`config.mk`:
```
export PLATFORM = sky130hd
export DESIGN_NAME = data_sram_bridge_flat
export DESIGN_NICKNAME = d
export VERILOG_FILES = /design/src/rtl/data_sram_bridge_if.sv /design/src/rtl/data_sram_bridge.sv /design/src/flat_wrapper.sv
export SDC_FILE = /design/constraint.sdc
export NUM_CORES = 1
export LEC_CHECK = 0
export CORE_ASPECT_RATIO = 0.9
export CORE_MARGIN = 5
export CORE_UTILIZATION = 38
export DETAILED_ROUTE_END_ITERATION = 7
export PLACE_DENSITY = 0.84
export SLEW_MARGIN = 20
export SYNTH_ARGS = -nofsm -noshare
export SYNTH_HDL_FRONTEND = slang
export SYNTH_SLANG_ARGS = --single-unit
```
`constraint.sdc`:
```
create_clock -name clk -period 2.1 [get_ports clk]
set_input_delay 0.42 -clock clk [delete_from_list [all_inputs] [get_ports clk]]
set_output_delay 0.42 -clock clk [all_outputs]
set_load 0.01 [all_outputs]
```
`src/rtl/data_sram_bridge_if.sv`:
```
// M-stage access and SRAM-like data port signals of the data_sram_bridge.
// master = the bridge itself, slave = the pipeline/memory side that surrounds it.
interface data_sram_bridge_if #(
    parameter int ADDR_W = 32,
    parameter int DATA_W = 32
);
    logic                  mem_en;
    logic                  mem_wr;
    logic [1:0]            mem_size;
    logic [ADDR_W-1:0]     mem_addr;
    logic [DATA_W/8-1:0]   mem_wstrb;
    logic [DATA_W-1:0]     mem_wdata;
    logic                  pipe_adv;
    logic                  flush;
    logic                  data_req;
    logic                  data_wr;
    logic [1:0]            data_size;
    logic [ADDR_W-1:0]     data_addr;
    logic [DATA_W/8-1:0]   data_wstrb;
    logic [DATA_W-1:0]     data_wdata;
    logic                  data_addr_ok;
    logic                  data_data_ok;
    logic [DATA_W-1:0]     data_rdata;
    logic [DATA_W-1:0]     mem_rdata;
    logic                  mem_stall;

    modport master (
        input  mem_en, mem_wr, mem_size, mem_addr, mem_wstrb, mem_wdata,
               pipe_adv, flush, data_addr_ok, data_data_ok, data_rdata,
        output data_req, data_wr, data_size, data_addr, data_wstrb, data_wdata,
               mem_rdata, mem_stall
    );

    modport slave (
        output mem_en, mem_wr, mem_size, mem_addr, mem_wstrb, mem_wdata,
               pipe_adv, flush, data_addr_ok, data_data_ok, data_rdata,
        input  data_req, data_wr, data_size, data_addr, data_wstrb, data_wdata,
               mem_rdata, mem_stall
    );
endinterface

```
`src/rtl/data_sram_bridge.sv`:
```
// Single-outstanding bridge from the M stage to the core's SRAM-like data port;
// stalls the pipeline per access and drains transactions killed by flush.
module data_sram_bridge #(
    parameter int ADDR_W = 32,
    parameter int DATA_W = 32
) (
    input  logic                  clk,
    input  logic                  resetn,
    data_sram_bridge_if.master    bus
);
    localparam int STRB_W = DATA_W / 8;

    typedef enum logic [1:0] {
        S_IDLE,
        S_REQ,
        S_WAIT,
        S_DONE
    } state_t;

    state_t               r_state;
    logic                 r_cancel;
    logic                 r_req;
    logic                 r_wr;
    logic [1:0]           r_size;
    logic [ADDR_W-1:0]    r_addr;
    logic [STRB_W-1:0]    r_wstrb;
    logic [DATA_W-1:0]    r_wdata;
    logic [DATA_W-1:0]    r_rdata;
    logic                 w_stall;

    always_ff @(posedge clk) begin
        if (!resetn) begin
            r_state  <= S_IDLE;
            r_cancel <= 1'b0;
            r_req    <= 1'b0;
            r_wr     <= 1'b0;
            r_size   <= '0;
            r_addr   <= '0;
            r_wstrb  <= '0;
            r_wdata  <= '0;
            r_rdata  <= '0;
        end else begin
            case (r_state)
                S_IDLE: begin
                    if (bus.mem_en && !bus.flush) begin
                        r_wr    <= bus.mem_wr;
                        r_size  <= bus.mem_size;
                        r_addr  <= bus.mem_addr;
                        r_wstrb <= bus.mem_wr ? bus.mem_wstrb : '0;
                        r_wdata <= bus.mem_wdata;
                        r_req   <= 1'b1;
                        r_state <= S_REQ;
                    end
                end
                S_REQ: begin
                    // A flushed request is never withdrawn; it is drained after addr_ok.
                    if (bus.flush)
                        r_cancel <= 1'b1;
                    if (bus.data_addr_ok) begin
                        r_req   <= 1'b0;
                        r_state <= S_WAIT;
                    end
                end
                S_WAIT: begin
                    if (bus.data_data_ok) begin
                        if (!r_wr && !r_cancel)
                            r_rdata <= bus.data_rdata;
                        if (r_cancel || bus.flush) begin
                            r_cancel <= 1'b0;
                            r_state  <= S_IDLE;
                        end else begin
                            r_state  <= S_DONE;
                        end
                    end else if (bus.flush) begin
                        r_cancel <= 1'b1;
                    end
                end
                S_DONE: begin
                    if (bus.pipe_adv || bus.flush)
                        r_state <= S_IDLE;
                end
                default: r_state <= S_IDLE;
            endcase
        end
    end

    always_comb begin
        w_stall = 1'b0;
        if (resetn) begin
            case (r_state)
                S_IDLE:         w_stall = bus.mem_en & ~bus.flush;
                S_REQ, S_WAIT:  w_stall = 1'b1;
                default:        w_stall = 1'b0;
            endcase
        end
    end

    assign bus.data_req   = r_req;
    assign bus.data_wr    = r_wr;
    assign bus.data_size  = r_size;
    assign bus.data_addr  = r_addr;
    assign bus.data_wstrb = r_wstrb;
    assign bus.data_wdata = r_wdata;
    assign bus.mem_rdata  = r_rdata;
    assign bus.mem_stall  = w_stall;
endmodule

```
`src/flat_wrapper.sv`:
```
// flat-port wrapper written by rule: the top's interface ports become plain ports
module data_sram_bridge_flat 
#(
    parameter int ADDR_W = 32,
    parameter int DATA_W = 32
)
  (clk, resetn, bus_mem_en, bus_mem_wr, bus_mem_size, bus_mem_addr, bus_mem_wstrb, bus_mem_wdata, bus_pipe_adv, bus_flush, bus_data_addr_ok, bus_data_data_ok, bus_data_rdata, bus_data_req, bus_data_wr, bus_data_size, bus_data_addr, bus_data_wstrb, bus_data_wdata, bus_mem_rdata, bus_mem_stall);
  data_sram_bridge_if #(.ADDR_W(ADDR_W), .DATA_W(DATA_W)) bus_i ();
  input  logic clk;
  input  logic resetn;
  input wire logic [$bits(bus_i.mem_en)-1:0] bus_mem_en;
  input wire logic [$bits(bus_i.mem_wr)-1:0] bus_mem_wr;
  input wire logic [$bits(bus_i.mem_size)-1:0] bus_mem_size;
  input wire logic [$bits(bus_i.mem_addr)-1:0] bus_mem_addr;
  input wire logic [$bits(bus_i.mem_wstrb)-1:0] bus_mem_wstrb;
  input wire logic [$bits(bus_i.mem_wdata)-1:0] bus_mem_wdata;
  input wire logic [$bits(bus_i.pipe_adv)-1:0] bus_pipe_adv;
  input wire logic [$bits(bus_i.flush)-1:0] bus_flush;
  input wire logic [$bits(bus_i.data_addr_ok)-1:0] bus_data_addr_ok;
  input wire logic [$bits(bus_i.data_data_ok)-1:0] bus_data_data_ok;
  input wire logic [$bits(bus_i.data_rdata)-1:0] bus_data_rdata;
  output wire logic [$bits(bus_i.data_req)-1:0] bus_data_req;
  output wire logic [$bits(bus_i.data_wr)-1:0] bus_data_wr;
  output wire logic [$bits(bus_i.data_size)-1:0] bus_data_size;
  output wire logic [$bits(bus_i.data_addr)-1:0] bus_data_addr;
  output wire logic [$bits(bus_i.data_wstrb)-1:0] bus_data_wstrb;
  output wire logic [$bits(bus_i.data_wdata)-1:0] bus_data_wdata;
  output wire logic [$bits(bus_i.mem_rdata)-1:0] bus_mem_rdata;
  output wire logic [$bits(bus_i.mem_stall)-1:0] bus_mem_stall;
  assign bus_i.mem_en = bus_mem_en;
  assign bus_i.mem_wr = bus_mem_wr;
  assign bus_i.mem_size = bus_mem_size;
  assign bus_i.mem_addr = bus_mem_addr;
  assign bus_i.mem_wstrb = bus_mem_wstrb;
  assign bus_i.mem_wdata = bus_mem_wdata;
  assign bus_i.pipe_adv = bus_pipe_adv;
  assign bus_i.flush = bus_flush;
  assign bus_i.data_addr_ok = bus_data_addr_ok;
  assign bus_i.data_data_ok = bus_data_data_ok;
  assign bus_i.data_rdata = bus_data_rdata;
  assign bus_data_req = bus_i.data_req;
  assign bus_data_wr = bus_i.data_wr;
  assign bus_data_size = bus_i.data_size;
  assign bus_data_addr = bus_i.data_addr;
  assign bus_data_wstrb = bus_i.data_wstrb;
  assign bus_data_wdata = bus_i.data_wdata;
  assign bus_mem_rdata = bus_i.mem_rdata;
  assign bus_mem_stall = bus_i.mem_stall;
  data_sram_bridge #(.ADDR_W(ADDR_W), .DATA_W(DATA_W)) u_core (.clk(clk), .resetn(resetn), .bus(bus_i));
endmodule
```
==> impl_metrics.py <==
metrics = {
    "floorplanning": {
        "pin_count": 215,
        "die_y_um": 105.4,
        "num_rows": 34,
        "initial_core_util_pct": 39.26,
        "die_x_um": 116.0,
        "dieArea_um2": 12220,
        "coreArea_um2": 9784,
    },
    "cts": {
        "h-tree-depth": 3,
        "cts_tree": "yes",
        "clk_pin_slew_ns": 0.07,
        "cts_buffers": 9,
        "cts_sinks": 107,
        "cts-root-buf": "clkbuf_16",
        "clock_tree.buffer_depth": 2,
        "clkLatencyLatePin_ns": 0.34,
    },
    "logic_synthesis": {
        "synthMostInstantiatedCell": "nand2_1",
        "synth-async-reset-ratio_pct": 0,
        "synth_area_um2": 3841,
        "synth_cell_types": 23,
        "synthTopCellsByArea": "dfxtp_1 56%, nand2_1 20%, a21oi_1 14%",
        "yosys-top-cells-count": "203 x nand2_1, 107 x dfxtp_1, 105 x a21oi_1, 26 x clkbuf_1",
        "synth_edf_count": 0,
        "synth_top_area_share_pct": 55.77,
        "ys.flop_type": "dfxtp_1",
        "yosys_register_bits": 107,
        "syn_avg_cell_area_um2": 7.953,
        "synth_warnings": 0,
        "synth_seq_area_share_pct": 55.77,
        "synth.largest_area_cell": "dfxtp_1",
        "synth_nets": 600,
        "synth_cells": 483,
    },
    "sta": {
        "period_minus_slack_ns": 1.920,
        "finalClockSkew_ns": 0.007812,
        "finalCritPeriodShare_pct": 91.41,
        "rsz0062_at_grt": "no",
        "setup_viol": 0,
        "timing.fmax_mhz": 520.9,
        "finalHoldViolCount": 0,
        "hold_ws_ns": 0.4507,
        "max-slew-margin-rel_pct": 25.75,
        "maxSlewViolCount": 0,
        "worstMarginPinSlew_ns": 1.114,
    },
    "global_routing": {
        "grt_max_degree": 108,
        "grt_pass1_wl_um": 18820,
        "grt_pass1_vias": 3967,
        "gr-total-overflow": 0,
        "antenna_found_initial": 0,
        "track_usage_pct": 19.05,
    },
    "worst_setup_path": {
        "cp.depth": 6,
        "cp_num_buf_inv": 2,
        "cp_data_required_time_ns": 1.68,
        "max_stage_delay_ns": 0.54,
        "critPathSlowestCell": "clkdlybuf4s50_1",
        "cp_cell_sequence": "clkdlybuf4s50_1 -> nand2b_4 -> nor2_4 -> nor2_1 -> nor3_1 -> clkbuf_2",
        "worstPathArrival_ns": 1.50,
        "crit_fanout": 2,
        "startpoint_type": "input port",
        "path_class": "in2out",
        "r2r_cells": 7,
        "crit_path_end_kind": "output pin",
        "cp_top_family": "buffers and inverters",
    },
    "finish": {
        "fin_area_um2": 6406,
        "multi_input_area_um2": 1563,
        "num_antenna_cells": 0,
        "regArea_um2": 2143,
        "drive_gt1_share_pct": 5.058,
        "fill_cells": 797,
        "area_growth_pct": 66.78,
        "fin_nets": 804,
    },
    "routing": {
        "wl_per_cell_um": 14.53,
        "firstDrtPassIters": 4,
        "routed_wl_um": 11880,
        "detailroute.via_count": 3943,
        "drc_errors": 0,
        "drtAntennaViolNets": 0,
        "via_per_inst": 4.820,
        "drt_iter0_markers": 171,
    },
    "worst_hold_path": {
        "hold_class": "reg2reg",
        "min_path_cells": 2,
    },
    "pwr": {
        "leakage_nw": 2.266,
        "ir_drop_uv": 423.8,
        "power_density_nw_per_um2": 838.0,
    },
    "outcome": {
        "outcome": "completed",
    },
    "job": {
        "max_cap_viol_count": 0,
    },
    "placement": {
        "place.gp.congestion": 0.7745,
        "place_area_um2": 6136,
        "io_buffers": 214,
        "dp_hpwl_um": 8679,
    },
}
==> power breakdown <==
group          switching [mW]  internal, mW
Combinational           0.714         0.741
Clock                   0.750         0.819
Sequential              0.113          2.23
Total                    1.58          3.79
==> worst min-delay path, stage by stage, from the launching register on <==
cell     delay, ns
dfxtp_1       0.31
nand2_1       0.05
a21oi_1       0.05
==> state kept, by name (all words and copies together) (netlist names) <==
signal                 flops
u_core.bus.data_addr      32
u_core.bus.data_wdata     32
u_core.bus.mem_rdata      32
u_core.bus.data_wstrb      4
u_core.bus.data_size       2
u_core.r_state             2
u_core.bus.data_req        1
u_core.bus.data_wr         1
u_core.r_cancel            1
==> stage by stage <==
step / cells / utilization (%) / setup WS, ns / power (mW) / TNS (ns)
after detailed placement: 802 / 62.71 / -0.2317 / 3.867 / -0.5970
final: 818 / 65.47 / 0.1804 / 5.369 / 0
after floorplan: 483 / - / 0.1956 / 3.056 / 0
after CTS: 818 / 65.51 / 0.02788 / 5.443 / 0
after global routing: 818 / 65.47 / 0.07262 / 5.676 / 0
after global placement: 802 / 62.71 / -0.2239 / 3.814 / -0.2239
==> layout make-up <==
class / count / area share, %
timing repair buffer: 226 / 35.16
sequential: 107 / 33.46
multi-input combinational: 339 / 24.39
clock buffer: 10 / 3.574
tap: 126 / 2.461
clock inverter: 6 / 0.7031
inverter: 4 / 0.2539
==> cells in the final DEF (no fill, tap or decap), drive strengths merged <==
master         instances
nor3b                  2
a311oi                 1
nand3                  4
inv                    7
a2111o                 1
dfxtp                107
nand3b                 1
nor3                   3
buf                   12
clkinv                 3
nor2b                  2
clkbuf                11
nor2                   4
clkdlybuf4s50        213
nand2                203
a21oi                105
a211oi                 2
or3                    1
o211ai                 1
nand2b                 1
ha                     7
o41ai                  1
==> path summary, 6_finish.rpt <==
path | slack [ns] | to | startpoint
hold / removal | 0.45 | u_core.bus.data_wstrb[2] | u_core.bus.data_wstrb[2]
setup reg to reg | 0.33 | u_core.bus.data_wstrb[0] | u_core.r_state[1]
setup / recovery | 0.18 | bus_mem_stall | bus_mem_en
hold reg to reg | 0.45 | u_core.bus.data_wstrb[2] | u_core.bus.data_wstrb[2]
==> metal layers <==
layer / GRT usage [%] / wire (um) / vias to the layer above
met2: 33.69 / 5904 / 147
met4: 6.794 / 314 / 0
met3: 7.564 / 1169 / 25
met5: 0 / 0 / -
met1: 20.40 / 4495 / 1801
li1: - / - / 1970
==> cell families (layout without fill, tap and decap cells) <==
group | Yosys count | after routing | share of synthesized area, %
fa+ha+maj | 7 | 7 | 2.280
buf+inv | 37 | 246 | 3.843
simple gates | 221 | 221 | 22.77
compound gates | 111 | 111 | 15.34
flops | 107 | 107 | 55.77
==> repair_timing <==
action / in CTS / in global routing
resized for setup: 2 / 3
setup buffers: 0 / 0
cloned: 0 / 0
setup endpoints to repair: 1 / 1
hold buffers: 0 / 0
No activity file was read; power rests on OpenSTA's default activity.
